**config.mk**
```make
export PLATFORM = sky130hd
export DESIGN_NAME = mips_cpu_div_ctrl_flat
export DESIGN_NICKNAME = d
export VERILOG_FILES = /design/src/rtl/mips_cpu_div_ctrl_pkg.sv /design/src/rtl/mips_cpu_div_ctrl_if.sv /design/src/rtl/mips_cpu_divideru.sv /design/src/rtl/mips_cpu_div_ctrl.sv /design/src/flat_wrapper.sv
export SDC_FILE = /design/constraint.sdc
export NUM_CORES = 1
export LEC_CHECK = 0
export CAP_MARGIN = 20
export CORE_MARGIN = 2
export CORE_UTILIZATION = 55
export CTS_CLUSTER_DIAMETER = 100
export DETAILED_ROUTE_END_ITERATION = 12
export PLACE_DENSITY_LB_ADDON = 0.1
export SLEW_MARGIN = 10
export SYNTH_ARGS = -nofsm -noshare
export SYNTH_HDL_FRONTEND = slang
export SYNTH_SLANG_ARGS = --single-unit
```
**constraint.sdc**
```tcl
create_clock -name clk -period 5.61 [get_ports clk]
set_clock_uncertainty 0.2 [all_clocks]
set_input_delay 0.561 -clock clk [delete_from_list [all_inputs] [get_ports clk]]
set_output_delay 0.561 -clock clk [all_outputs]
set_load 0.05 [all_outputs]
```
**src/rtl/mips_cpu_div_ctrl_pkg.sv**
```systemverilog
// Shared types and helpers for the DIV/DIVU sequencer and its unsigned divider.
package mips_cpu_div_pkg;

    localparam int DIV_W = 32;

    typedef enum logic [1:0] {
        IDLE   = 2'd0,
        ISSUE  = 2'd1,
        WAIT   = 2'd2,
        RETIRE = 2'd3
    } div_state_t;

    // Two's-complement negate when neg is set, pass through otherwise.
    function automatic logic [DIV_W-1:0] cond_neg(input logic [DIV_W-1:0] v, input logic neg);
        if (neg) begin
            cond_neg = ~v + {{(DIV_W-1){1'b0}}, 1'b1};
        end else begin
            cond_neg = v;
        end
    endfunction

endpackage

```
**src/rtl/mips_cpu_div_ctrl_if.sv**
```systemverilog
// Execute-stage request, MTHI/MTLO write and HI/LO read bundle of the divide sequencer.
interface mips_cpu_div_ctrl_if;
    import mips_cpu_div_pkg::*;

    logic             op_start;
    logic             op_signed;
    logic [DIV_W-1:0] op_a;
    logic [DIV_W-1:0] op_b;
    logic             flush;
    logic             hi_we;
    logic             lo_we;
    logic [DIV_W-1:0] wdata;
    logic             busy;
    logic             op_done;
    logic [DIV_W-1:0] hi;
    logic [DIV_W-1:0] lo;

    modport master (
        output op_start, op_signed, op_a, op_b, flush, hi_we, lo_we, wdata,
        input  busy, op_done, hi, lo
    );

    modport slave (
        input  op_start, op_signed, op_a, op_b, flush, hi_we, lo_we, wdata,
        output busy, op_done, hi, lo
    );

endinterface

```
**src/rtl/mips_cpu_divideru.sv**
```systemverilog
// Unsigned 32/32 restoring divider: 32 iterations after start, or an immediate
// result when the dividend is zero or smaller than the divisor.
module mips_cpu_divideru
    import mips_cpu_div_pkg::*;
(
    input  logic             clk,
    input  logic             rst_n,
    input  logic             srst,
    input  logic             start,
    input  logic [DIV_W-1:0] dividend,
    input  logic [DIV_W-1:0] divisor,
    output logic             done,
    output logic             dbz,
    output logic [DIV_W-1:0] quotient,
    output logic [DIV_W-1:0] remainder
);

    logic [DIV_W-1:0] quo_q, quo_d;
    logic [DIV_W-1:0] rem_q, rem_d;
    logic [DIV_W-1:0] dvs_q, dvs_d;
    logic [5:0]       cnt_q, cnt_d;
    logic             done_q, done_d;
    logic             dbz_q, dbz_d;
    logic [DIV_W:0]   shifted_s;
    logic [DIV_W:0]   trial_s;

    // Next-state: load on start, otherwise one shift/subtract step per cycle while counting.
    always_comb begin
        quo_d     = quo_q;
        rem_d     = rem_q;
        dvs_d     = dvs_q;
        cnt_d     = cnt_q;
        dbz_d     = dbz_q;
        done_d    = 1'b0;
        shifted_s = {rem_q, quo_q[DIV_W-1]};
        trial_s   = shifted_s - {1'b0, dvs_q};
        if (start) begin
            dvs_d = divisor;
            if (divisor == {DIV_W{1'b0}}) begin
                quo_d  = {DIV_W{1'b1}};
                rem_d  = dividend;
                cnt_d  = 6'd0;
                dbz_d  = 1'b1;
                done_d = 1'b1;
            end else if ((dividend == {DIV_W{1'b0}}) || (divisor > dividend)) begin
                quo_d  = {DIV_W{1'b0}};
                rem_d  = dividend;
                cnt_d  = 6'd0;
                dbz_d  = 1'b0;
                done_d = 1'b1;
            end else begin
                quo_d = dividend;
                rem_d = {DIV_W{1'b0}};
                cnt_d = 6'd32;
                dbz_d = 1'b0;
            end
        end else if (cnt_q != 6'd0) begin
            cnt_d  = cnt_q - 6'd1;
            done_d = (cnt_q == 6'd1);
            if (!trial_s[DIV_W]) begin
                rem_d = trial_s[DIV_W-1:0];
                quo_d = {quo_q[DIV_W-2:0], 1'b1};
            end else begin
                rem_d = shifted_s[DIV_W-1:0];
                quo_d = {quo_q[DIV_W-2:0], 1'b0};
            end
        end else begin
            cnt_d = cnt_q;
        end
    end

    // State registers with async reset and synchronous abort.
    always_ff @(posedge clk or negedge rst_n) begin
        if (!rst_n) begin
            quo_q  <= {DIV_W{1'b0}};
            rem_q  <= {DIV_W{1'b0}};
            dvs_q  <= {DIV_W{1'b0}};
            cnt_q  <= 6'd0;
            done_q <= 1'b0;
            dbz_q  <= 1'b0;
        end else if (srst) begin
            quo_q  <= {DIV_W{1'b0}};
            rem_q  <= {DIV_W{1'b0}};
            dvs_q  <= {DIV_W{1'b0}};
            cnt_q  <= 6'd0;
            done_q <= 1'b0;
            dbz_q  <= 1'b0;
        end else begin
            quo_q  <= quo_d;
            rem_q  <= rem_d;
            dvs_q  <= dvs_d;
            cnt_q  <= cnt_d;
            done_q <= done_d;
            dbz_q  <= dbz_d;
        end
    end

    assign done      = done_q;
    assign dbz       = dbz_q;
    assign quotient  = quo_q;
    assign remainder = rem_q;

endmodule

```
**src/rtl/mips_cpu_div_ctrl.sv**
```systemverilog
// DIV/DIVU sequencer: owns HI/LO, converts signed operands to magnitudes,
// drives the unsigned divider and sign-corrects its results.
module mips_cpu_div_ctrl
    import mips_cpu_div_pkg::*;
(
    input  logic                 clk,
    input  logic                 reset_n,
    mips_cpu_div_ctrl_if.slave   bus
);

    div_state_t       state_q, state_d;
    logic [DIV_W-1:0] hi_q, hi_d;
    logic [DIV_W-1:0] lo_q, lo_d;
    logic [DIV_W-1:0] mag_a_q, mag_a_d;
    logic [DIV_W-1:0] mag_b_q, mag_b_d;
    logic             neg_quo_q, neg_quo_d;
    logic             neg_rem_q, neg_rem_d;
    logic             busy_q;
    logic             op_done_q;
    logic             flush_pulse_s;
    logic             div_start_s;
    logic             div_done_s;
    logic             div_dbz_s;
    logic [DIV_W-1:0] div_quo_s;
    logic [DIV_W-1:0] div_rem_s;

    assign flush_pulse_s = bus.flush && (state_q != IDLE);
    assign div_start_s   = (state_q == ISSUE);

    mips_cpu_divideru u_divu (
        .clk       (clk),
        .rst_n     (reset_n),
        .srst      (flush_pulse_s),
        .start     (div_start_s),
        .dividend  (mag_a_q),
        .divisor   (mag_b_q),
        .done      (div_done_s),
        .dbz       (div_dbz_s),
        .quotient  (div_quo_s),
        .remainder (div_rem_s)
    );

    // Next-state and HI/LO update logic; a flush overrides everything outside IDLE.
    always_comb begin
        state_d   = state_q;
        hi_d      = hi_q;
        lo_d      = lo_q;
        mag_a_d   = mag_a_q;
        mag_b_d   = mag_b_q;
        neg_quo_d = neg_quo_q;
        neg_rem_d = neg_rem_q;
        case (state_q)
            IDLE: begin
                if (bus.hi_we) begin
                    hi_d = bus.wdata;
                end else begin
                    hi_d = hi_q;
                end
                if (bus.lo_we) begin
                    lo_d = bus.wdata;
                end else begin
                    lo_d = lo_q;
                end
                if (bus.op_start) begin
                    neg_quo_d = bus.op_signed & (bus.op_a[DIV_W-1] ^ bus.op_b[DIV_W-1]);
                    neg_rem_d = bus.op_signed & bus.op_a[DIV_W-1];
                    mag_a_d   = cond_neg(bus.op_a, bus.op_signed & bus.op_a[DIV_W-1]);
                    mag_b_d   = cond_neg(bus.op_b, bus.op_signed & bus.op_b[DIV_W-1]);
                    if (bus.op_b == {DIV_W{1'b0}}) begin
                        state_d = RETIRE;
                    end else begin
                        state_d = ISSUE;
                    end
                end else begin
                    state_d = IDLE;
                end
            end
            ISSUE: begin
                state_d = WAIT;
            end
            WAIT: begin
                // Zero divisors never reach the divider, so dbz only screens a stale result.
                if (div_done_s && !div_dbz_s) begin
                    lo_d    = cond_neg(div_quo_s, neg_quo_q);
                    hi_d    = cond_neg(div_rem_s, neg_rem_q);
                    state_d = RETIRE;
                end else begin
                    state_d = WAIT;
                end
            end
            RETIRE: begin
                state_d = IDLE;
            end
            default: begin
                state_d = IDLE;
            end
        endcase
        if (flush_pulse_s) begin
            state_d = IDLE;
            hi_d    = hi_q;
            lo_d    = lo_q;
        end else begin
            state_d = state_d;
        end
    end

    // State, HI/LO and registered status outputs.
    always_ff @(posedge clk or negedge reset_n) begin
        if (!reset_n) begin
            state_q   <= IDLE;
            hi_q      <= {DIV_W{1'b0}};
            lo_q      <= {DIV_W{1'b0}};
            mag_a_q   <= {DIV_W{1'b0}};
            mag_b_q   <= {DIV_W{1'b0}};
            neg_quo_q <= 1'b0;
            neg_rem_q <= 1'b0;
            busy_q    <= 1'b0;
            op_done_q <= 1'b0;
        end else begin
            state_q   <= state_d;
            hi_q      <= hi_d;
            lo_q      <= lo_d;
            mag_a_q   <= mag_a_d;
            mag_b_q   <= mag_b_d;
            neg_quo_q <= neg_quo_d;
            neg_rem_q <= neg_rem_d;
            busy_q    <= (state_d != IDLE);
            op_done_q <= (state_d == RETIRE);
        end
    end

    assign bus.busy    = busy_q;
    assign bus.op_done = op_done_q;
    assign bus.hi      = hi_q;
    assign bus.lo      = lo_q;

endmodule

```
**src/flat_wrapper.sv**
```systemverilog
// flat-port wrapper written by rule: the top's interface ports become plain ports
module mips_cpu_div_ctrl_flat import mips_cpu_div_pkg::*;
  (clk, reset_n, bus_op_start, bus_op_signed, bus_op_a, bus_op_b, bus_flush, bus_hi_we, bus_lo_we, bus_wdata, bus_busy, bus_op_done, bus_hi, bus_lo);
  mips_cpu_div_ctrl_if bus_i ();
  input  logic clk;
  input  logic reset_n;
  input wire logic [$bits(bus_i.op_start)-1:0] bus_op_start;
  input wire logic [$bits(bus_i.op_signed)-1:0] bus_op_signed;
  input wire logic [$bits(bus_i.op_a)-1:0] bus_op_a;
  input wire logic [$bits(bus_i.op_b)-1:0] bus_op_b;
  input wire logic [$bits(bus_i.flush)-1:0] bus_flush;
  input wire logic [$bits(bus_i.hi_we)-1:0] bus_hi_we;
  input wire logic [$bits(bus_i.lo_we)-1:0] bus_lo_we;
  input wire logic [$bits(bus_i.wdata)-1:0] bus_wdata;
  output wire logic [$bits(bus_i.busy)-1:0] bus_busy;
  output wire logic [$bits(bus_i.op_done)-1:0] bus_op_done;
  output wire logic [$bits(bus_i.hi)-1:0] bus_hi;
  output wire logic [$bits(bus_i.lo)-1:0] bus_lo;
  assign bus_i.op_start = bus_op_start;
  assign bus_i.op_signed = bus_op_signed;
  assign bus_i.op_a = bus_op_a;
  assign bus_i.op_b = bus_op_b;
  assign bus_i.flush = bus_flush;
  assign bus_i.hi_we = bus_hi_we;
  assign bus_i.lo_we = bus_lo_we;
  assign bus_i.wdata = bus_wdata;
  assign bus_busy = bus_i.busy;
  assign bus_op_done = bus_i.op_done;
  assign bus_hi = bus_i.hi;
  assign bus_lo = bus_i.lo;
  mips_cpu_div_ctrl u_core (.clk(clk), .reset_n(reset_n), .bus(bus_i));
endmodule
```
== After elaboration in Yosys (flattened, before gate mapping) ==
Cells that the tools add are included.

* Register bits: 238
* Input bits: 103
* Output and inout port bits: 66
* Logic and storage cells: 98

* Add/subtract/negate cells: 6
* Magnitude comparators: 1
* Equality and inequality tests: 8
* Multiplexer cells: 42
* Bitwise operators: 9
* Reductions and logical operators: 17

{| class="wikitable"
|+ Operators with widths
! kind !! count
|-
| $mux W32 || 21
|-
| $add A32 B1 Y32 const B || 4
|-
| $not A32 Y32 || 4
|-
| $pmux W32 S2 || 2
|-
| $logic_not A32 Y1 || 3
|-
| $sub A33 B32 Y33 || 1
|-
| $gt A32 B32 Y1 || 1
|-
| $mux W6 || 5
|-
| $mux W1 || 10
|-
| $pmux W2 S4 || 1
|-
| $reduce_and A4 Y1 || 2
|-
| $reduce_bool A2 Y1 || 4
|-
| $eq A2 B2 Y1 const B || 3
|-
| $eq A6 B1 Y1 const B || 1
|-
| $mux W2 || 3
|-
| $reduce_bool A6 Y1 || 1
|-
| $sub A6 B1 Y6 const B || 1
|-
| $ne A2 B2 Y1 const B || 2
|-
| $and A1 B1 Y1 || 3
|-
| $reduce_bool A3 Y1 || 1
|-
| $eq A2 B1 Y1 const B || 1
|-
| $logic_and A1 B1 Y1 || 2
|-
| $logic_not A2 Y1 || 1
|-
| $ne A2 B1 Y1 const B || 1
|-
| other kinds (5) || 5
|}

== Logic depth before layout (Yosys ltp) ==
Gate-level depths: netlist of the first run.

* Depth after elaboration: 6
* Depth in mapped cells: 13
* Mapped depth without buffers: 12

== Modules after synthesis ==
Synthesis of the first run repeated with hierarchy kept, for this count alone.

* Cells, all modules: 1857
* Area total of the unflattened synthesis: 15939.0 um2

{| class="wikitable"
|+ By module, submodules not included
! module !! instances !! cells each !! area each (um2) !! seq. area each (um2)
|-
| mips_cpu_div_ctrl || 1 || 924 || 8031.5 || 3353.2
|-
| mips_cpu_divideru || 1 || 933 || 7907.6 || 2602.5
|}

== Worst setup path before layout of the first run ==
OpenSTA, ideal clock, no wires.

* Path kind: register to register
* Start: register u_core.u_divu.quo_q[31], in the netlist u_core.u_divu.quotient[31]
* End: register u_core.u_divu.rem_q[29], in the netlist u_core.u_divu.remainder[29]
* Setup time: 0.126 ns
* Data arrival time: 3.003 ns
* Setup slack: 2.281 ns
* Stages on the path, launching flop included: 14
* Path through: dfrtp_1 > inv_1 > ha_1 > fa_1 > nand2b_1 > a21oi_1 > o311ai_2 > a211o_1 > a211oi_2 > nor4_4 > xor2_2 > nor2_2 > buf_6 > a221o_1

* Longest elaborated chain between the ends: 5

{| class="wikitable"
|+ Ends and longest elaborated chain
! element !! line !! RTL
|-
| start: declaration || mips_cpu_divideru.sv:18 || <nowiki>logic [DIV_W-1:0] quo_q, quo_d;</nowiki>
|-
| start signal: assignment || mips_cpu_divideru.sv:75 || <nowiki>quo_q <= {DIV_W{1'b0}};</nowiki>
|-
| start signal: assignment || mips_cpu_divideru.sv:82 || <nowiki>quo_q <= {DIV_W{1'b0}};</nowiki>
|-
| start signal: assignment || mips_cpu_divideru.sv:89 || <nowiki>quo_q <= quo_d;</nowiki>
|-
| $sub A33 B32 Y33 || mips_cpu_divideru.sv:36 || <nowiki>trial_s = shifted_s - {1'b0, dvs_q};</nowiki>
|-
| $mux W32 || mips_cpu_divideru.sv:60 || <nowiki>if (!trial_s[DIV_W]) begin</nowiki>
|-
| $mux W32 || mips_cpu_divideru.sv:57 || <nowiki>end else if (cnt_q != 6'd0) begin</nowiki>
|-
| $mux W32 || mips_cpu_divideru.sv:37 || <nowiki>if (start) begin</nowiki>
|-
| $mux W32 || mips_cpu_divideru.sv:81 || <nowiki>end else if (srst) begin</nowiki>
|-
| end signal: assignment || mips_cpu_divideru.sv:76 || <nowiki>rem_q <= {DIV_W{1'b0}};</nowiki>
|-
| end signal: assignment || mips_cpu_divideru.sv:83 || <nowiki>rem_q <= {DIV_W{1'b0}};</nowiki>
|-
| end signal: assignment || mips_cpu_divideru.sv:90 || <nowiki>rem_q <= rem_d;</nowiki>
|-
| end: declaration || mips_cpu_divideru.sv:19 || <nowiki>logic [DIV_W-1:0] rem_q, rem_d;</nowiki>
|}

Every way passes these cells. The select of a mux whose other input is x is not followed.
A chain may end at the register's enable or synchronous reset.

== Worst setup path after layout of the first run ==
* Start: register u_core.u_divu.quo_q[31], in the netlist u_core.u_divu.quotient[31]
* End: register u_core.u_divu.rem_q[8], in the netlist u_core.u_divu.remainder[8]

The elaborated chain is that of the path after synthesis.

==> run_results.csv, run 1 <==
group,metric,value,unit
global_route,grt_use_total,0.320,
floorplan,initial_core_util,0.557,
sta,max_slew.worst_pin.slew,1.10,ns
floorplan,core_area,27700,µm²
route,antenna_left,0,
layout,seqCellArea,5960,µm²
synthesis,synth-main-ff-cell,"dfrtp_1",
clocking,clk_latency,0.54,ns
clocking,clock-sinks,238,
global_route,overflow,0,
sta,setup_viol,0,
power,power_density,688,nW/µm²
route,routed_via_density,6.07,
synthesis,ys_ff_latch,238,
placed_design,gp_congestion,0.987,
clocking,htreeDepth,1,
route,drcViolationCount,0,
route,drt-total-wl,47600,µm
layout,drive_above_1_share,0.0457,
synthesis,syn_inst,1820,
synthesis,synth_largest_type_area_fraction,0.386,
route,drt_first_pass_iters,6,
synthesis,syn_area,15400,µm²
sta,hold_slack,0.276,ns
critical_path,slowest_stage,"xnor2_2",
layout,antenna_cells,0,
floorplan,dieArea,29400,µm²
placed_design,dpl.hpwl,35100,µm
global_route,grt_pass1_wl,72800,µm
route,drt-initial-drc-count,1400,
global_route,grt_pass1_vias,12986,
synthesis,yosysSeqAreaShare,0.386,
power,irDropWorstVdd,0.491,mV
outcome,status,"finished, final reports clean",
power,power.leakage,0.00781,µW
min_path,holdCritPathClass,"reg -> reg",
run,maxCapViolations,0,
synthesis,ys_top_cells_by_area,"dfrtp_1 (39%), o21ai_0 (8.5%), nand2_1 (7.4%)",
critical_path,critPathKind,"reg -> reg",
critical_path,crit_path_end_kind,"flip-flop",
synthesis,yosysMostFrequentCell,"nand2_1",
synthesis,ys_warn_count,0,
critical_path,critPathMaxStageDelay,0.67,ns
synthesis,syn_nets,1998,
clocking,cts_root_buffer,"clkbuf_16",
sta,drv_slew,0,
layout,layout.nets,2109,
route,wire_per_inst,20.5,µm
placed_design,dp_slack,1.47,ns
layout,multiInputGateArea,8820,µm²
floorplan,io_pins,169,
sta,fmax,237,MHz
floorplan,row_count,61,
global_route,grt_antenna_before_repair,0,
clocking,post_cts_resized,0,
layout,n_fill_cell,2339,
critical_path,worst_ep_required_time,5.81,ns
critical_path,crit_family,"compound AO/OA/AOI/OAI gates",
clocking,ctsLongestPathBuffers,3,
placed_design,placed_area,17400,µm²
critical_path,crit_fanout,17,
layout,fin_util,0.661,
sta,maxSlewHeadroom,0.266,
clocking,clkTransAtPathRegs,0.06,ns
synthesis,synth_area_leader_cell,"dfrtp_1",
synthesis,ys_types,73,
sta,hold_viol,0,
global_route,grt_max_degree,128,
placed_design,io_buffer_count,168,
critical_path,startpoint_type,"flip-flop",
layout,stdcell_area,18300,µm²
synthesis,synth.top_cells.by_count,"nand2_1 (303), o21ai_0 (263), dfrtp_1 (238)",
sta,setup_tns,0,ns
floorplan,die_y,172,µm
critical_path,crit_arrival,4.43,ns
floorplan,die_w,172,µm
clocking,cts_tree,"done",
sta,layout_setup_ws,1.39,ns
synthesis,synth_edf_count,0,
sta,fin_crit_sh,0.753,
synthesis,synthArstFlopShare,1.00,
sta,rsz0062_at_grt,"no",
layout,syn2layout_area_growth,18.6,%
sta,period_needed,4.22,ns
route,vias,14096,
critical_path,critPathBufInv,1,
synthesis,postSynthAreaPerCell,8.48,µm²
critical_path,crit_path_cell_trace,"inv_1, ha_1, fa_1, nand2b_1, a21oi_1, o311ai_2, a211o_1, a211oi_2, nor4_4, xnor2_2, nor2_2, a221o_1",
clocking,cts_buffers,26,
==> timing repair <==
item | 4_1_cts | 5_1_grt
endpoints found under the hold margin | 57 | 0
hold buffers | 1 | 0
setup buffers | 0 | 0
==> path summary, 6_finish.rpt <==
check / endpoint / slack (ns) / cells after the start / startpoint
worst max register to register: u_core.u_divu.remainder[8] / 1.39 / 12 / u_core.u_divu.quotient[31]
worst min-delay path: u_core.bus.lo[3] / 0.28 / 1 / u_core.bus.lo[3]
max in group asynchronous: u_core.mag_b_q[15] / 3.38 / 3 / reset_n
worst min register to register: u_core.bus.lo[3] / 0.28 / 1 / u_core.bus.lo[3]
min in group asynchronous: u_core.bus.hi[21] / 0.47 / 2 / reset_n
worst max-delay path: u_core.u_divu.remainder[8] / 1.39 / 12 / u_core.u_divu.quotient[31]
==> cells by family (layout without fill, tap and decap cells) <==
family / after synthesis / count (layout) / share of synthesized area
AOI/OAI and AO/OA: 605 / 605 / 0.244
muxes: 18 / 18 / 0.0118
adders and majority gates: 75 / 75 / 0.0613
DFF: 238 / 238 / 0.386
and+or+nand+nor: 547 / 547 / 0.166
xor gates and xnor gates: 148 / 148 / 0.0850
buffers and inverters: 189 / 315 / 0.0469
==> area by class of cell <==
class                      instances  share of cell area
multi-input combinational       1393               0.482
sequential                       238               0.325
timing repair buffer             183               0.102
clock buffer                      37              0.0427
tap                              378              0.0258
inverter                          89              0.0183
clock inverter                     6             0.00376
==> through the flow <==
| stage | power [µW] | cells |
|---|---|---|
| 2_1_floorplan | 8450 | 1820 |
| 3_3_place_gp | 10600 | 2277 |
| 6_report | 12600 | 2324 |
| 5_1_grt | 13400 | 2324 |
| 3_5_place_dp | 10700 | 2277 |
| 4_1_cts | 12500 | 2321 |
==> registers in the layout, summed over array words and instances, names as in the netlist, 2 cells and up <==
name and count:
u_core.bus.lo 32, u_core.mag_b_q 32, u_core.u_divu.quotient 32, u_core.u_divu.dvs_q 32
u_core.u_divu.cnt_q 6, u_core.mag_a_q 32, u_core.bus.hi 32, u_core.u_divu.remainder 32
u_core.state_q 2
==> cells in the final DEF (no fill, tap or decap), types with 12 or more instances in the layout <==
cell type,instances
inv_1,89
clkbuf_16,26
o41ai_1,18
xor2_1,85
a21o_1,28
nor4_1,25
nand2b_1,12
a211oi_1,21
or4_1,17
nor2b_1,12
mux2i_1,16
nor2_1,64
xnor2_1,61
and3_1,17
nand4_1,16
nand3_1,17
o21ai_1,12
nor3_1,18
a22o_1,17
o31ai_1,58
o21ai_0,263
clkdlybuf4s50_1,167
a221o_1,18
or3_1,13
ha_1,73
nand2_1,302
a21oi_1,98
dfrtp_1,238
==> report_power, final <==
| part | leakage (µW) | internal [µW] | switching, µW | total (µW) |
|---|---|---|---|---|
| logic | 0.00440 | 2730 | 4410 | 7150 |
| clock network | 0.000420 | 1010 | 695 | 1700 |
| registers | 0.00299 | 2530 | 1220 | 3740 |
| total | 0.00781 | 6270 | 6320 | 12600 |
==> per-layer routing <==
layer | wire length [µm] | global-route usage | part of all wire | up-vias
met5 | 0 | 0 | 0 | -
li1 | - | - | - | 6756
met3 | 3710 | 0.0407 | 0.078 | 101
met1 | 21000 | 0.460 | 0.44 | 6639
met4 | 1570 | 0.0973 | 0.033 | 0
met2 | 21300 | 0.506 | 0.45 | 600
==> worst reg2reg max path: cells and delay by family, from the launching register on <==
family | cells | cell delay (ns)
xor+xnor | 1 | 0.67
fa+ha+maj | 2 | 0.62
compound gates | 5 | 1.54
flops | 1 | 0.38
simple gates | 3 | 0.62
buf+inv | 1 | 0.07
No activity file was read; power rests on OpenSTA's default activity.
==> inputs of run 2 (changes only) <==
clock period = 4.3 ns   (was 5.61 ns; I/O delays follow)
==> run 2 against run 1 <==
  * Critical path depth grew 1
  * Global-route usage grew 1.7 points
  * Core utilization grew 0.84 points
  * First-iteration DRC count shrank 2.1%
  * Combinational power grew 38%
  * Hold slack lost 0.010 ns
  * Sequential share of layout area shrank 0.41 points
  * Worst setup slack lost 0.83 ns
==> run_results.csv, run 2 (synthesis gave the netlist of run 1 again) <==
group,metric,value,unit
route,drt_first_pass_iters,6,
route,drcViolationCount,0,
power,seq_power_share,0.281,
critical_path,startpoint_type,"flip-flop",
layout,drive_above_1_share,0.0591,
critical_path,crit_arrival,3.97,ns
clocking,clk_latency,0.54,ns
route,routed_via_density,6.10,
global_route,overflow,0,
min_path,holdCritPathClass,"in -> async",
floorplan,dieArea,29400,µm²
layout,layout.nets,2138,
layout,n_fill_cell,2329,
floorplan,initial_core_util,0.557,
route,wire_per_inst,21.2,µm
sta,setup_tns,0,ns
sta,period_needed,3.74,ns
global_route,grt_antenna_before_repair,0,
clocking,post_cts_resized,0,
critical_path,worst_ep_required_time,4.53,ns
clocking,cts_root_buffer,"clkbuf_16",
floorplan,die_w,172,µm
global_route,grt_max_degree,101,
critical_path,crit_fanout,11,
power,irDropWorstVdd,0.485,mV
clocking,clkTransAtPathRegs,0.07,ns
critical_path,slowest_stage,"fa_1",
global_route,grt_pass1_wl,75900,µm
sta,rsz0062_at_grt,"no",
power,p_clk_frac,0.136,
critical_path,crit_path_end_kind,"flip-flop",
power,p_comb_frac,0.584,
critical_path,critPathKind,"reg -> reg",
power,p_int,8430,µW
power,power.leakage,0.00796,µW
clocking,clock-sinks,238,
sta,max_slew.worst_pin.slew,0.978,ns
route,vias,14383,
sta,fin_crit_sh,0.871,
floorplan,die_y,172,µm
sta,fmax,267,MHz
clocking,htreeDepth,1,
power,p_switching,8460,µW
global_route,grt_pass1_vias,13223,
route,drt-initial-drc-count,1370,
sta,drv_slew,0,
placed_design,dpl.hpwl,37600,µm
sta,hold_viol,0,
power,swShare,0.501,
layout,final_common_cell,"nand2_1",
layout,syn2layout_area_growth,20.1,%
placed_design,placed_area,17600,µm²
global_route,grt_use_total,0.338,
route,antenna_left,0,
critical_path,critPathMaxStageDelay,0.40,ns
layout,final_cell_mix,"nand2_1 (302), o21ai_0 (263), dfrtp_1 (238)",
floorplan,core_area,27700,µm²
power,power_density,911,nW/µm²
layout,fin_util,0.669,
floorplan,io_pins,169,
layout,antenna_cells,0,
layout,stdcell_area,18500,µm²
placed_design,io_buffer_count,168,
clocking,cts_tree,"done",
sta,setup_viol,0,
sta,maxSlewHeadroom,0.348,
clocking,ctsLongestPathBuffers,3,
floorplan,row_count,61,
run,maxCapViolations,0,
placed_design,gp_congestion,0.992,
outcome,status,"finished, final reports clean",
route,drt-total-wl,49900,µm
clocking,cts_buffers,26,
critical_path,crit_path_cell_trace,"inv_1, ha_1, fa_1, nand2b_1, a21oi_1, o311ai_2, a211o_1, a211oi_2, nor4_4, xnor2_2, buf_4, mux2_2, o21a_1",
-- run 2: changes by cell type in the layout (fill, tap and decap cells not counted), sizes merged --
| cell | delta |
|---|---|
| buf | +29 |
| clkinv | +3 |
| bufinv | +2 |
| clkbuf | -1 |
-- run 2: final cells by class --
type,instances,area (µm²),share of cell area
Sequential cell,238,5960,0.321
Clock buffer,36,718,0.0387
Tap cell,378,473,0.0255
Clock inverter,11,148,0.00796
Multi-Input combinational cell,1393,8820,0.476
Inverter,89,334,0.0180
Timing Repair Buffer,212,2080,0.112
-- run 2: critical path: cells and delay by family, from the launching register on --
kind,cells,cell delay (ns)
AO/OA/AOI/OAI,5,1.29
buffers and inverters,2,0.32
XOR/XNOR,1,0.18
flip-flops,1,0.37
adder cells (fa/ha/maj),2,0.61
multiplexers,1,0.37
AND/OR/NAND/NOR,2,0.30
-- run 2: worst paths after layout --
check                                      startpoint                     endpoint  slack, ns  cells past startpoint
max                        u_core.u_divu.quotient[31]  u_core.u_divu.remainder[28]       0.56                     13
min                                           reset_n            u_core.bus.hi[25]       0.27                      2
max reg2reg                u_core.u_divu.quotient[31]  u_core.u_divu.remainder[28]       0.56                     13
min reg2reg                         u_core.bus.hi[24]            u_core.bus.hi[24]       0.28                      2
max in group asynchronous                     reset_n            u_core.bus.lo[29]       2.69                      3
min in group clk                    u_core.bus.hi[24]            u_core.bus.hi[24]       0.28                      2
-- run 2: what timing repair did --
action	CTS	global route
hold buffers	1	0
buffers inserted	0	0
endpoints found under the hold margin	96	0
-- run 2: per-stage QoR --
stage	setup WS (ns)	hold WS [ns]	instances	total power, µW
floorplan	0.971	-0.0656	1820	11000
global placement	0.655	0.259	2307	14100
detailed placement	0.597	0.266	2307	14400
CTS	0.582	0.279	2355	16700
global route	0.414	0.295	2357	18000
finish	0.556	0.266	2357	16900
-- run 2: per-layer routing --
metal  global-route usage  share of wire
met1                0.456           0.42
met2                0.532           0.44
met3               0.0476          0.073
met4                0.171          0.059
met5                    0              0
-- run 2: power by group through the flow --
stage | combinational (µW) | clock (µW) | sequential [µW]
finish | 9860 | 2290 | 4740
global route | 10700 | 2390 | 4820
CTS | 9690 | 2300 | 4690
detailed placement | 9630 | 0 | 4730
global placement | 9460 | 0 | 4680
floorplan | 5860 | 0 | 5160
==> inputs of run 3 (changes only) <==
CAP_MARGIN = default   (was 20)
==> run 3 against run 2 <==
  * Clock power about the same
  * Critical endpoint unchanged
  * Via count fell by 0.10%
  * Critical path depth unchanged
==> run_results.csv, run 3 (synthesis gave the netlist of run 1 again) <==
group,metric,value,unit
clocking,clk_latency,0.55,ns
route,drt-initial-drc-count,1520,
sta,hold_viol,0,
sta,drv_slew,0,
sta,rsz0062_at_grt,"no",
global_route,grt_max_degree,101,
layout,final_common_cell,"nand2_1",
global_route,grt_pass1_vias,13223,
clocking,cts_tree,"done",
floorplan,initial_core_util,0.557,
global_route,use_met1,0.456,
sta,maxSlewHeadroom,0.216,
sta,layout_setup_ws,0.563,ns
critical_path,crit_fanout,11,
layout,syn2layout_area_growth,19.8,%
clocking,cts_root_buffer,"clkbuf_16",
floorplan,die_y,172,µm
power,irDropWorstVdd,0.484,mV
placed_design,gp_congestion,0.992,
global_route,grt_antenna_before_repair,0,
layout,layout.nets,2136,
critical_path,crit_path_cell_trace,"inv_1, ha_1, fa_1, nand2b_1, a21oi_1, o311ai_2, a211o_1, a211oi_2, nor4_4, xnor2_2, buf_4, mux2_2, o21a_1",
route,wire_per_inst,21.2,µm
route,drt-total-wl,49900,µm
critical_path,ff2ff_path_depth,13,
route,drcViolationCount,0,
clocking,postCtsSetupBuffers,0,
floorplan,row_count,61,
min_path,holdCritPathClass,"in -> async",
critical_path,critPathKind,"reg -> reg",
critical_path,worst_ep_required_time,4.52,ns
outcome,status,"finished, final reports clean",
placed_design,dpl.hpwl,37600,µm
sta,setup_tns,0,ns
layout,n_fill_cell,2333,
power,seq_power_share,0.283,
global_route,overflow,0,
route,vias,14368,
power,swShare,0.501,
power,p_int,8400,µW
run,maxCapViolations,0,
critical_path,critPathMaxStageDelay,0.40,ns
clocking,cts_buffers,26,
placed_design,io_buffer_count,168,
floorplan,die_w,172,µm
floorplan,io_pins,169,
critical_path,startpoint_type,"flip-flop",
clocking,htreeDepth,1,
clocking,clock-sinks,238,
critical_path,reg2reg_slack,0.56,ns
power,p_total,16800,µW
critical_path,worstReg2RegStart,"u_core.u_divu.quotient[31]",
global_route,busiest_layer,"met2",
global_route,use_met2,0.532,
sta,fin_crit_sh,0.869,
power,p_comb_frac,0.581,
global_route,use_met3,0.0476,
sta,fmax,268,MHz
sta,max_slew.worst_pin.slew,1.17,ns
clocking,post_cts_resized,0,
power,p_clk_frac,0.136,
layout,final_cell_mix,"nand2_1 (302), o21ai_0 (263), dfrtp_1 (238)",
power,power.leakage,0.00793,µW
global_route,grt_pass1_wl,75900,µm
critical_path,crit_arrival,3.96,ns
floorplan,dieArea,29400,µm²
route,routed_via_density,6.10,
critical_path,slowest_stage,"fa_1",
power,power_density,912,nW/µm²
power,p_switching,8450,µW
sta,period_needed,3.74,ns
route,drt_first_pass_iters,7,
placed_design,dp_slack,0.597,ns
critical_path,r2r_end,"u_core.u_divu.remainder[28]",
clocking,ctsLongestPathBuffers,3,
floorplan,core_area,27700,µm²
layout,drive_above_1_share,0.0582,
route,antenna_left,0,
global_route,grt_use_total,0.338,
critical_path,crit_path_end_kind,"flip-flop",
clocking,clkTransAtPathRegs,0.07,ns
sta,setup_viol,0,
==> run 3: layout make-up <==
cell class / instances / area, µm² / share of cell area
inverter: 89 / 334 / 0.0181
tap: 378 / 473 / 0.0256
clock buffer: 36 / 718 / 0.0389
clock inverter: 11 / 148 / 0.00799
antenna: 1 / 2.50 / 0.000135
multi-input combinational: 1393 / 8820 / 0.477
timing repair buffer: 210 / 2030 / 0.110
sequential: 238 / 5960 / 0.322
==> run 3: worst max path at each step <==
stage,start,end,slack (ns),depth (start not counted)
after floorplan,u_core.u_divu.quotient[31],u_core.u_divu.remainder[29],0.97,13
after global placement,bus_op_b[0],u_core.mag_b_q[28],0.65,11
after detailed placement,bus_op_b[0],u_core.mag_b_q[28],0.60,11
after CTS,u_core.u_divu.quotient[31],u_core.u_divu.remainder[28],0.58,13
after global routing,u_core.u_divu.quotient[31],u_core.u_divu.remainder[28],0.41,13
final,u_core.u_divu.quotient[31],u_core.u_divu.remainder[28],0.56,13
==> run 3: power by group through the flow <==
stage               clock (µW)  sequential (µW)  combinational, µW
floorplan                    0             5160               5860
finish                    2290             4760               9790
global placement             0             4680               9460
CTS                       2300             4690               9690
global route              2390             4850              10700
detailed placement           0             4730               9630
==> run 3: what timing repair did <==
action | CTS | global route
hold buffers | 1 | 0
hold endpoints to repair | 96 | 0
setup endpoints to repair | 0 | 0
==> run 3: worst max-delay path: cells and delay by family, from the launching register on <==
| kind | cells | cell delay [ns] |
|---|---|---|
| AOI/OAI and AO/OA | 5 | 1.28 |
| adders and majority gates | 2 | 0.61 |
| DFF | 1 | 0.37 |
| muxes | 1 | 0.37 |
| buffers and inverters | 2 | 0.33 |
| and+or+nand+nor | 2 | 0.30 |
| xor gates and xnor gates | 1 | 0.17 |
==> run 3: per-stage QoR <==
stage | util | cells | hold slack [ns] | cell area, µm²
global route | 0.667 | 2355 | 0.295 | 18500
finish | 0.667 | 2356 | 0.271 | 18500
detailed placement | 0.635 | 2307 | 0.266 | 17600
CTS | 0.667 | 2355 | 0.279 | 18500
floorplan | - | 1820 | -0.0656 | 15400
global placement | 0.635 | 2307 | 0.259 | 17600
==> run 3: metal layers <==
metal / up-vias / wire length, µm
met5: - / 0
met2: 654 / 22200
met3: 149 / 3710
li1: 6800 / -
met4: 0 / 2940
met1: 6765 / 21100
